File: src/rtl/alu_result_stage_if.sv
// rtl/alu_result_stage_if.sv - ALU result input and writeback handshake bundle.
// The stage connects via the slave modport; the ALU/register-file side uses master.
interface alu_result_stage_if #(
   parameter int WIDTH  = 16,
   parameter int DEST_W = 4
);
   logic              in_valid;
   logic              in_ready;
   logic [WIDTH-1:0]  alu_out;
   logic              alu_c_out;
   logic [3:0]        alu_sel_in;
   logic [DEST_W-1:0] dest_in;
   logic              wr_flags_in;
   logic              out_valid;
   logic              out_ready;
   logic [WIDTH-1:0]  wb_data;
   logic [DEST_W-1:0] wb_dest;

   modport master (
      output in_valid, alu_out, alu_c_out, alu_sel_in, dest_in, wr_flags_in, out_ready,
      input  in_ready, out_valid, wb_data, wb_dest
   );

   modport slave (
      input  in_valid, alu_out, alu_c_out, alu_sel_in, dest_in, wr_flags_in, out_ready,
      output in_ready, out_valid, wb_data, wb_dest
   );
endinterface

File: src/rtl/alu_result_stage.sv
// rtl/alu_result_stage.sv - ALU result buffer with flag register and writeback handshake.
// Macro ALU_RESULT_SKID_EN selects a 2-entry skid buffer with registered in_ready.
module alu_result_stage #(
   parameter int WIDTH  = 16,
   parameter int DEST_W = 4
) (
   input  logic                 clk,
   input  logic                 rst,
   alu_result_stage_if.slave    bus,
   input  logic                 flags_clr,
   output logic                 flag_c,
   output logic                 flag_z,
   output logic                 flag_n,
   output logic [1:0]           occupancy
);
   logic              accept;
   logic              xfer;
   logic [1:0]        occ_q;
   logic [1:0]        occ_d;
   logic [WIDTH-1:0]  head_data;
   logic [DEST_W-1:0] head_dest;

   assign accept        = bus.in_valid && bus.in_ready;
   assign xfer          = (occ_q != 2'd0) && bus.out_ready;
   assign occ_d         = occ_q + {1'b0, accept} - {1'b0, xfer};
   assign occupancy     = occ_q;
   assign bus.out_valid = (occ_q != 2'd0);
   assign bus.wb_data   = head_data;
   assign bus.wb_dest   = head_dest;

`ifdef ALU_RESULT_SKID_EN
   logic              ready_q;
   logic [WIDTH-1:0]  skid_data;
   logic [DEST_W-1:0] skid_dest;

   assign bus.in_ready = ready_q;

   always_ff @(posedge clk or posedge rst) begin
      if (rst) begin
         occ_q     <= 2'd0;
         ready_q   <= 1'b1;
         head_data <= '0;
         head_dest <= '0;
         skid_data <= '0;
         skid_dest <= '0;
      end else begin
         occ_q   <= occ_d;
         ready_q <= (occ_d < 2'd2);
         if (xfer) begin
            // The skid entry is always older than anything arriving this cycle.
            if (occ_q == 2'd2) begin
               head_data <= skid_data;
               head_dest <= skid_dest;
               if (accept) begin
                  skid_data <= bus.alu_out;
                  skid_dest <= bus.dest_in;
               end
            end else if (accept) begin
               head_data <= bus.alu_out;
               head_dest <= bus.dest_in;
            end
         end else if (accept) begin
            if (occ_q == 2'd0) begin
               head_data <= bus.alu_out;
               head_dest <= bus.dest_in;
            end else begin
               skid_data <= bus.alu_out;
               skid_dest <= bus.dest_in;
            end
         end
      end
   end
`else
   assign bus.in_ready = (occ_q == 2'd0) || bus.out_ready;

   always_ff @(posedge clk or posedge rst) begin
      if (rst) begin
         occ_q     <= 2'd0;
         head_data <= '0;
         head_dest <= '0;
      end else begin
         occ_q <= occ_d;
         if (accept) begin
            head_data <= bus.alu_out;
            head_dest <= bus.dest_in;
         end
      end
   end
`endif

   // Flags follow the accept edge so the very next ALU op sees the updated carry.
   always_ff @(posedge clk or posedge rst) begin
      if (rst) begin
         flag_c <= 1'b0;
         flag_z <= 1'b0;
         flag_n <= 1'b0;
      end else if (flags_clr) begin
         flag_c <= 1'b0;
         flag_z <= 1'b0;
         flag_n <= 1'b0;
      end else if (accept && bus.wr_flags_in) begin
         flag_z <= (bus.alu_out == '0);
         flag_n <= bus.alu_out[WIDTH-1];
         if (bus.alu_sel_in == 4'b0000 || bus.alu_sel_in == 4'b0001 ||
             bus.alu_sel_in == 4'b1101)
            flag_c <= bus.alu_c_out;
      end
   end
endmodule

File: src/flat_wrapper.sv
// flat-port wrapper written by rule: the top's interface ports become plain ports
module alu_result_stage_flat 
#(
   parameter int WIDTH  = 16,
   parameter int DEST_W = 4
)
  (clk, rst, flags_clr, flag_c, flag_z, flag_n, occupancy, bus_in_valid, bus_alu_out, bus_alu_c_out, bus_alu_sel_in, bus_dest_in, bus_wr_flags_in, bus_out_ready, bus_in_ready, bus_out_valid, bus_wb_data, bus_wb_dest);
  alu_result_stage_if #(.WIDTH(WIDTH), .DEST_W(DEST_W)) bus_i ();
  input  logic clk;
  input  logic rst;
  input  logic flags_clr;
  output logic flag_c;
  output logic flag_z;
  output logic flag_n;
  output logic [1:0] occupancy;
  input wire logic [$bits(bus_i.in_valid)-1:0] bus_in_valid;
  input wire logic [$bits(bus_i.alu_out)-1:0] bus_alu_out;
  input wire logic [$bits(bus_i.alu_c_out)-1:0] bus_alu_c_out;
  input wire logic [$bits(bus_i.alu_sel_in)-1:0] bus_alu_sel_in;
  input wire logic [$bits(bus_i.dest_in)-1:0] bus_dest_in;
  input wire logic [$bits(bus_i.wr_flags_in)-1:0] bus_wr_flags_in;
  input wire logic [$bits(bus_i.out_ready)-1:0] bus_out_ready;
  output wire logic [$bits(bus_i.in_ready)-1:0] bus_in_ready;
  output wire logic [$bits(bus_i.out_valid)-1:0] bus_out_valid;
  output wire logic [$bits(bus_i.wb_data)-1:0] bus_wb_data;
  output wire logic [$bits(bus_i.wb_dest)-1:0] bus_wb_dest;
  assign bus_i.in_valid = bus_in_valid;
  assign bus_i.alu_out = bus_alu_out;
  assign bus_i.alu_c_out = bus_alu_c_out;
  assign bus_i.alu_sel_in = bus_alu_sel_in;
  assign bus_i.dest_in = bus_dest_in;
  assign bus_i.wr_flags_in = bus_wr_flags_in;
  assign bus_i.out_ready = bus_out_ready;
  assign bus_in_ready = bus_i.in_ready;
  assign bus_out_valid = bus_i.out_valid;
  assign bus_wb_data = bus_i.wb_data;
  assign bus_wb_dest = bus_i.wb_dest;
  alu_result_stage #(.WIDTH(WIDTH), .DEST_W(DEST_W)) u_core (.clk(clk), .rst(rst), .bus(bus_i), .flags_clr(flags_clr), .flag_c(flag_c), .flag_z(flag_z), .flag_n(flag_n), .occupancy(occupancy));
endmodule
File: config.mk
export PLATFORM = sky130hd
export DESIGN_NAME = alu_result_stage_flat
export DESIGN_NICKNAME = d
export VERILOG_FILES = /design/src/rtl/alu_result_stage_if.sv /design/src/rtl/alu_result_stage.sv /design/src/flat_wrapper.sv
export SDC_FILE = /design/constraint.sdc
export NUM_CORES = 1
export LEC_CHECK = 0
export BUFFER_PORTS_ARGS = -buffer_cell sky130_fd_sc_hd__buf_2
export CORE_MARGIN = 2
export CORE_UTILIZATION = 45
export DETAILED_ROUTE_END_ITERATION = 10
export PLACE_DENSITY = 0.79
export SLEW_MARGIN = 20
export SYNTH_ARGS = -nofsm -noshare
export SYNTH_HDL_FRONTEND = slang
export SYNTH_SLANG_ARGS = --single-unit
File: constraint.sdc
create_clock -name clk -period 2 [get_ports clk]
set_input_delay 0.4 -clock clk [delete_from_list [all_inputs] [get_ports clk]]
set_output_delay 0.4 -clock clk [all_outputs]
set_load 0.05 [all_outputs]
==> summary.md, run 1 <==
| Metric | Value |
|---|---|
| Ys flop type | `dfrtp_1` |
| Ratio of cells with drive above 1 in the final layout | `62.2%` |
| Mapped Cells | `82` |
| Final hold vios | `0` |
| Worst min path class | `input pin to asynchronous set/reset pin` |
| R2R depth | `7` |
| Worst Tran Pin Value | `0.353 ns` |
| CP Data Arrival Time | `1.35 ns` |
| Postcts setup bufs | `0` |
| NumNets Final | `177` |
| Final period util | `87.5%` |
| Worst setup EP type | `output pin` |
| Clk slew on worst S/H paths | `0.15 ns` |
| Critical R2R Launch | `u_core.occupancy[1]` |
| Gr ovfl total | `0` |
| Min Tclk post-route | `1.75 ns` |
| Yosys reg bits | `25` |
| Total global-route track usage | `17.0%` |
| Via count | `867` |
| Pre-CTS setup slack | `0.285 ns` |
| Outcome | `finished, final reports clean` |
| Crit path required time | `1.60 ns` |
| R2R Path End | `u_core.occupancy[1]` |
| Drt total wl | `2420 um` |
| Sw frac | `48.8%` |
| DR DRC count | `0` |
| Initial antenna violation count | `0` |
| I/O pins | `58` |
| Ys Warns | `0` |
| Layout area overhead | `30.6%` |
| Pins Over Slew Limit | `0` |
| Hpwl dp | `1930 um` |
| TritonRoute pass-1 iters | `4` |
| Global-route wire length before repair | `4150 um` |
| CTS Buf Count | `3` |
| Inserted Diodes | `0` |
| Die Y-Extent | `55.2 um` |
| Post-synth top area share | `53.0%` |
| Clock sink count | `25` |
| Core footprint | `2480 um^2` |
| Synth Cell Area | `1180 um^2` |
| Max cap viols | `0` |
| Clk root buf | `clkbuf_4` |
| Clock power frac | `10.2%` |
| Filler cell count | `216` |
| Clk Latency, worst-skew pair | `0.32 ns` |
| Yosys top cell by area | `dfrtp_1` |
| TritonCTS clock tree | `yes` |
| DR WL/cell | `14.0 um` |
| PnR worst setup slack | `0.249 ns` |
| Vias in the first global route | `910` |
| Flop2flop setup slack | `0.27 ns` |
| Worst-case clock skew | `0.0121 ns` |
| Clk buf depth | `2` |
| Avg Inst Size Synth | `14.4 um^2` |
| Crit Path Category | `flop to output pin` |
| TNS Setup | `0 ns` |
| Post-cts resize count | `0` |
| Hold buffer count at cts | `0` |
| Fmax | `571 MHz` |
| Logic pwr share | `56.3%` |
| Reg power frac | `33.4%` |
| Internal power | `1160 uW` |
| Row count | `18` |
| VDD IR max | `0.990 mV` |
| Synth unique cells | `25` |
| Final setup fails | `0` |
| Via-to-Cell Ratio | `5.01` |
| Unrepaired setup endpoints after global routing | `false` |
| 1st-iter DRT viols | `22` |
| Final GP Congestion | `0.794` |
| Seq/Total Area, Yosys | `53.0%` |
| PortBufs | `57` |
| Initial Util | `47.6%` |
| EDFF count, synth | `0` |
| Crit Path Max Fanout | `4` |
| Leakage | `0.000828 uW` |
| Die Wd | `55.2 um` |
| Count leader, synth | `dfrtp_1` |
| Synth top area cells | `dfrtp_1 (53%), mux2_4 (24%), inv_1 (2.2%)` |
| Die ar. | `3050 um^2` |
| P_sw | `1110 uW` |
| Max-slew headroom | `76.1%` |
| Final Hold Slack | `0.0929 ns` |
| Async SR Flop Fraction | `100%` |
| Pwr Density | `1480 nW/um^2` |
| Worst setup SP type | `flop` |
| Mapped Nets | `115` |
| Pin count of the biggest net entering global routing | `26` |
| Post-route ant nets | `0` |
| Most frequent cells after synthesis | `dfrtp_1 (25), mux2_4 (19), inv_1 (7)` |
| H-tree depth | `1` |
==> kinds of logic after synthesis <==
family / Yosys count / share of synthesized area (%)
fa+ha+maj: 2 / 2.12
simple gates: 15 / 7.74
buf+inv: 10 / 4.67
mux: 21 / 26.0
compound gates: 7 / 4.98
xor+xnor: 2 / 1.48
flops: 25 / 53.0
==> worst max-delay path by stage <==
stage                              from                   to  slack (ns)
floorplan           u_core.occupancy[0]  u_core.occupancy[1]       0.006
global placement    u_core.occupancy[1]  u_core.occupancy[1]        0.33
detailed placement  u_core.occupancy[1]  u_core.occupancy[1]        0.28
CTS                 u_core.occupancy[1]         bus_in_ready        0.24
global route        u_core.occupancy[1]  u_core.occupancy[1]        0.18
finish              u_core.occupancy[1]         bus_in_ready        0.25
==> final cells by class <==
type,instances,area (um^2),share of cell area (%)
Multi-Input combinational cell,47,502,32.5
Tap cell,30,37.5,2.44
Clock inverter,1,7.51,0.487
Sequential cell,25,627,40.7
Inverter,8,32.5,2.11
Clock buffer,3,22.5,1.46
Timing Repair Buffer,59,313,20.3
==> power groups by stage <==
stage,logic (uW),clock network (uW),registers (uW)
finish,1280,233,760
floorplan,460,0,1320
global route,1340,266,783
CTS,1300,236,762
detailed placement,1290,0,773
global placement,1270,0,759
==> flip-flops by register name, indices dropped and copies added, names as in the netlist <==
name,cells
u_core.bus.wb_data,16
u_core.bus.wb_dest,4
u_core.occupancy,2
u_core.flag_c,1
u_core.flag_n,1
u_core.flag_z,1
==> worst max-delay path, stage by stage (launching register included) <==
cell	delay (ns)
dfrtp_2	0.46
o21ba_4	0.25
inv_4	0.07
buf_2	0.26
==> per-layer routing <==
layer | vias up | routed length, um | track usage, %
li1 | 414 | - | -
met3 | 5 | 137 | 3.28
met2 | 36 | 1200 | 27.9
met5 | - | 0 | 0
met4 | 0 | 36 | 5.23
met1 | 412 | 1050 | 22.7
==> per-stage QoR <==
stage | power (uW) | util [%] | area [um^2] | cells
after floorplan | 1780 | - | 1180 | 82
after global placement | 2030 | 61.0 | 1510 | 169
after detailed placement | 2060 | 61.0 | 1510 | 169
after CTS | 2290 | 62.2 | 1540 | 173
after global routing | 2390 | 62.2 | 1540 | 173
final | 2280 | 62.2 | 1540 | 173
==> placed cells by master, fill, tap and decap left out, types with 2 or more instances in the layout <==
master | Yosys | final
buf_2 | 0 | 57
clkbuf_4 | 0 | 3
dfrtp_1 | 25 | 24
ha_1 | 2 | 2
inv_1 | 7 | 7
mux2_4 | 19 | 19
nand2_1 | 2 | 2
nand4_1 | 2 | 2
nor4_1 | 3 | 3
o31ai_1 | 2 | 2
xnor2_1 | 2 | 2
Note: power is estimated with default switching activity, not from simulation.
==> run 2, diff against run 1 <==
--- a/config.mk
+++ b/config.mk
@@ -5,11 +5,12 @@
 export SDC_FILE = /design/constraint.sdc
 export NUM_CORES = 1
 export LEC_CHECK = 0
+export ABC_AREA = 1
 export BUFFER_PORTS_ARGS = -buffer_cell sky130_fd_sc_hd__buf_2
 export CORE_MARGIN = 2
-export CORE_UTILIZATION = 45
+export CORE_UTILIZATION = 44
 export DETAILED_ROUTE_END_ITERATION = 10
-export PLACE_DENSITY = 0.79
+export PLACE_DENSITY = 0.78
 export SLEW_MARGIN = 20
 export SYNTH_ARGS = -nofsm -noshare
 export SYNTH_HDL_FRONTEND = slang
==> summary.md, run 2 <==
| Metric | Value |
|---|---|
| Clock sink count | `25 (unchanged)` |
| TritonCTS clock tree | `yes` |
| Placed Area | `1430 um^2 (-5.6%)` |
| Layout area overhead | `28.3%` |
| Async SR Flop Fraction | `100% (unchanged)` |
| Drt total wl | `2450 um (+1.2%)` |
| TNS Setup | `0 ns (unchanged)` |
| Mapped Nets | `168 (+46%)` |
| Met3 usage | `3.01% (-0.27 points)` |
| Max FFs per register | `16 (unchanged)` |
| Final hold vios | `0 (unchanged)` |
| VDD IR max | `1.24 mV (+25%)` |
| Yosys top cell by area | `dfrtp_1` |
| Core footprint | `2450 um^2 (-0.91%)` |
| Most frequent cells after synthesis | `nand2_1 (67), dfrtp_1 (25), inv_1 (12)` |
| Avg Inst Size Synth | `8.41 um^2 (-42%)` |
| Pins Over Slew Limit | `0 (unchanged)` |
| CP Data Arrival Time | `1.30 ns (-0.05 ns)` |
| Total global-route track usage | `18.7% (+1.8 points)` |
| PnR worst setup slack | `0.304 ns (+0.0543 ns)` |
| Footprint of the multi-input gates | `417 um^2 (-17%)` |
| Worst setup EP type | `output pin` |
| Reg area | `626 um^2 (-0.20%)` |
| Worst Setup SP | `u_core.occupancy[1]` |
| Worst-case clock skew | `0.00489 ns (-0.00720 ns)` |
| Pwr Density | `1470 nW/um^2 (-0.68%)` |
| Met1 usage | `22.5% (-0.18 points)` |
| Leading cell type in the layout, fill and taps excluded | `nand2_1` |
| Via count | `1,035 (+19%)` |
| Pin count of the biggest net entering global routing | `26 (unchanged)` |
| Max-slew headroom | `79.7% (+3.5 points)` |
| Worst Tran Pin Value | `0.305 ns (-0.0483 ns)` |
| Ys flop type | `dfrtp_1` |
| Outcome | `finished, final reports clean` |
| Synth top area cells | `dfrtp_1 (55%), nand2_1 (22%), inv_1 (4.0%)` |
| Inserted Diodes | `0 (unchanged)` |
| Initial Util | `46.2% (-1.4 points)` |
| Post-cts resize count | `0 (unchanged)` |
| Die ar. | `3000 um^2 (-1.5%)` |
| Seq/Total Area, Yosys | `55.1% (+2.1 points)` |
| Global-route wire length before repair | `4000 um (-3.5%)` |
| Final period util | `84.8% (-2.7 points)` |
| Post-synth top area share | `55.1% (+2.1 points)` |
| Clk slew on worst S/H paths | `0.14 ns (about the same)` |
| Clk buf depth | `2 (unchanged)` |
| Synth Cell Area | `1130 um^2 (-3.8%)` |
| EDFF count, synth | `0 (unchanged)` |
| Postcts setup bufs | `0 (unchanged)` |
| Synth unique cells | `16 (-36%)` |
| TritonRoute pass-1 iters | `5 (+1)` |
| Yosys reg bits | `25 (unchanged)` |
| DR DRC count | `0 (unchanged)` |
| Worst min path class | `input pin to asynchronous set/reset pin` |
| Crit Path Max Fanout | `4 (unchanged)` |
| Hold buffer count at cts | `0 (unchanged)` |
| 1st-iter DRT viols | `9 (-59%)` |
| Die Y-Extent | `54.8 um (-0.76%)` |
| Crit path required time | `1.60 ns (about the same)` |
| Max cap viols | `0 (unchanged)` |
| Min Tclk post-route | `1.70 ns (-0.0543 ns)` |
| Row count | `18 (unchanged)` |
| Filler cell count | `230 (+6.5%)` |
| CTS Buf Count | `3 (unchanged)` |
| Leakage | `0.000885 uW (+6.9%)` |
| Finished Cell Area | `1460 um^2 (-5.5%)` |
| NumNets Final | `228 (+29%)` |
| Via-to-Cell Ratio | `4.62 (-7.8%)` |
| Busiest metal layer after global routing | `met2` |
| Pre-CTS setup slack | `0.510 ns (+0.226 ns)` |
| Worst setup SP type | `flop` |
| Ys Warns | `0 (unchanged)` |
| Clk Latency, worst-skew pair | `0.32 ns (about the same)` |
| Initial antenna violation count | `0 (unchanged)` |
| Most frequent cells in the layout | `nand2_1 (67), buf_2 (57), dfrtp_1 (25), inv_1 (12), nor2_1 (8)` |
| I/O pins | `58 (unchanged)` |
| DR WL/cell | `10.9 um (-22%)` |
| Hpwl dp | `1940 um (+0.51%)` |
| Placed cells | `220 (+30%)` |
| Gr ovfl total | `0 (unchanged)` |
| Final setup fails | `0 (unchanged)` |
| Final GP Congestion | `0.676 (-15%)` |
| Crit Path Category | `flop to output pin` |
| Die Wd | `54.8 um (-0.76%)` |
| Count leader, synth | `nand2_1` |
| Fmax | `590 MHz (+3.2%)` |
| Critical R2R Launch | `u_core.occupancy[1]` |
| Ratio of cells with drive above 1 in the final layout | `33.5% (-29 points)` |
| Unrepaired setup endpoints after global routing | `false` |
| Met2 GRT Util | `33.1% (+5.2 points)` |
| Mapped Cells | `135 (+65%)` |
| Non-filler cells, final | `224 (+29%)` |
| PortBufs | `57 (unchanged)` |
| Clk root buf | `clkbuf_4` |
| H-tree depth | `1 (unchanged)` |
| Post-route ant nets | `0 (unchanged)` |
| Vias in the first global route | `982 (+7.9%)` |
-- run 2: stage by stage --
stage / util [%] / power [uW] / hold WS, ns
2_1_floorplan: - / 1670 / 0.427
3_3_place_gp: 58.1 / 1900 / 0.455
3_5_place_dp: 58.1 / 1920 / 0.455
4_1_cts: 59.3 / 2160 / 0.0999
5_1_grt: 59.3 / 2270 / 0.100
6_report: 59.3 / 2140 / 0.0932
-- run 2: routing by layer --
metal / wire, um / vias to the layer above
li1: - / 529
met1: 1060 / 471
met2: 1220 / 31
met3: 141 / 4
met4: 29 / 0
met5: 0 / -
-- run 2: worst max-delay path, stage by stage, from the launching register on --
cell and delay, ns:
dfrtp_1 0.46, o21ai_4 0.22, buf_2 0.30
-- run 2: area by class of cell --
cell class	instances	share of cell area, %
repair buffers	58	20.1
inverters	13	3.69
clock inverters	1	0.515
flip-flops and latches	25	43.0
clock buffers	3	1.55
multi-input cells	94	28.6
well taps	30	2.58
-- run 2: power by group --
group          total [uW]  switching (uW)  internal, uW
logic                1150             885           262
clock network         232             156          76.3
registers             756            97.4           659
total                2140            1140           998
-- run 2: worst paths after layout --
path                       depth (start not counted)                     end  slack [ns]
max                                                2            bus_in_ready        0.30
min                                                3  u_core.bus.wb_data[13]        0.09
max reg2reg                                        5     u_core.occupancy[1]        0.58
min reg2reg                                        2           u_core.flag_c        0.49
max in group asynchronous                          3   u_core.bus.wb_data[3]        1.67
min in group clk                                   3   u_core.bus.wb_dest[2]        0.27
-- run 2: cell families after synthesis --
group	after synthesis	synth area share, %
AO/OA/AOI/OAI	6	3.64
adder cells (fa/ha/maj)	2	2.20
flip-flops	25	55.1
buffers and inverters	16	8.16
AND/OR/NAND/NOR	84	29.3
XOR/XNOR	2	1.54
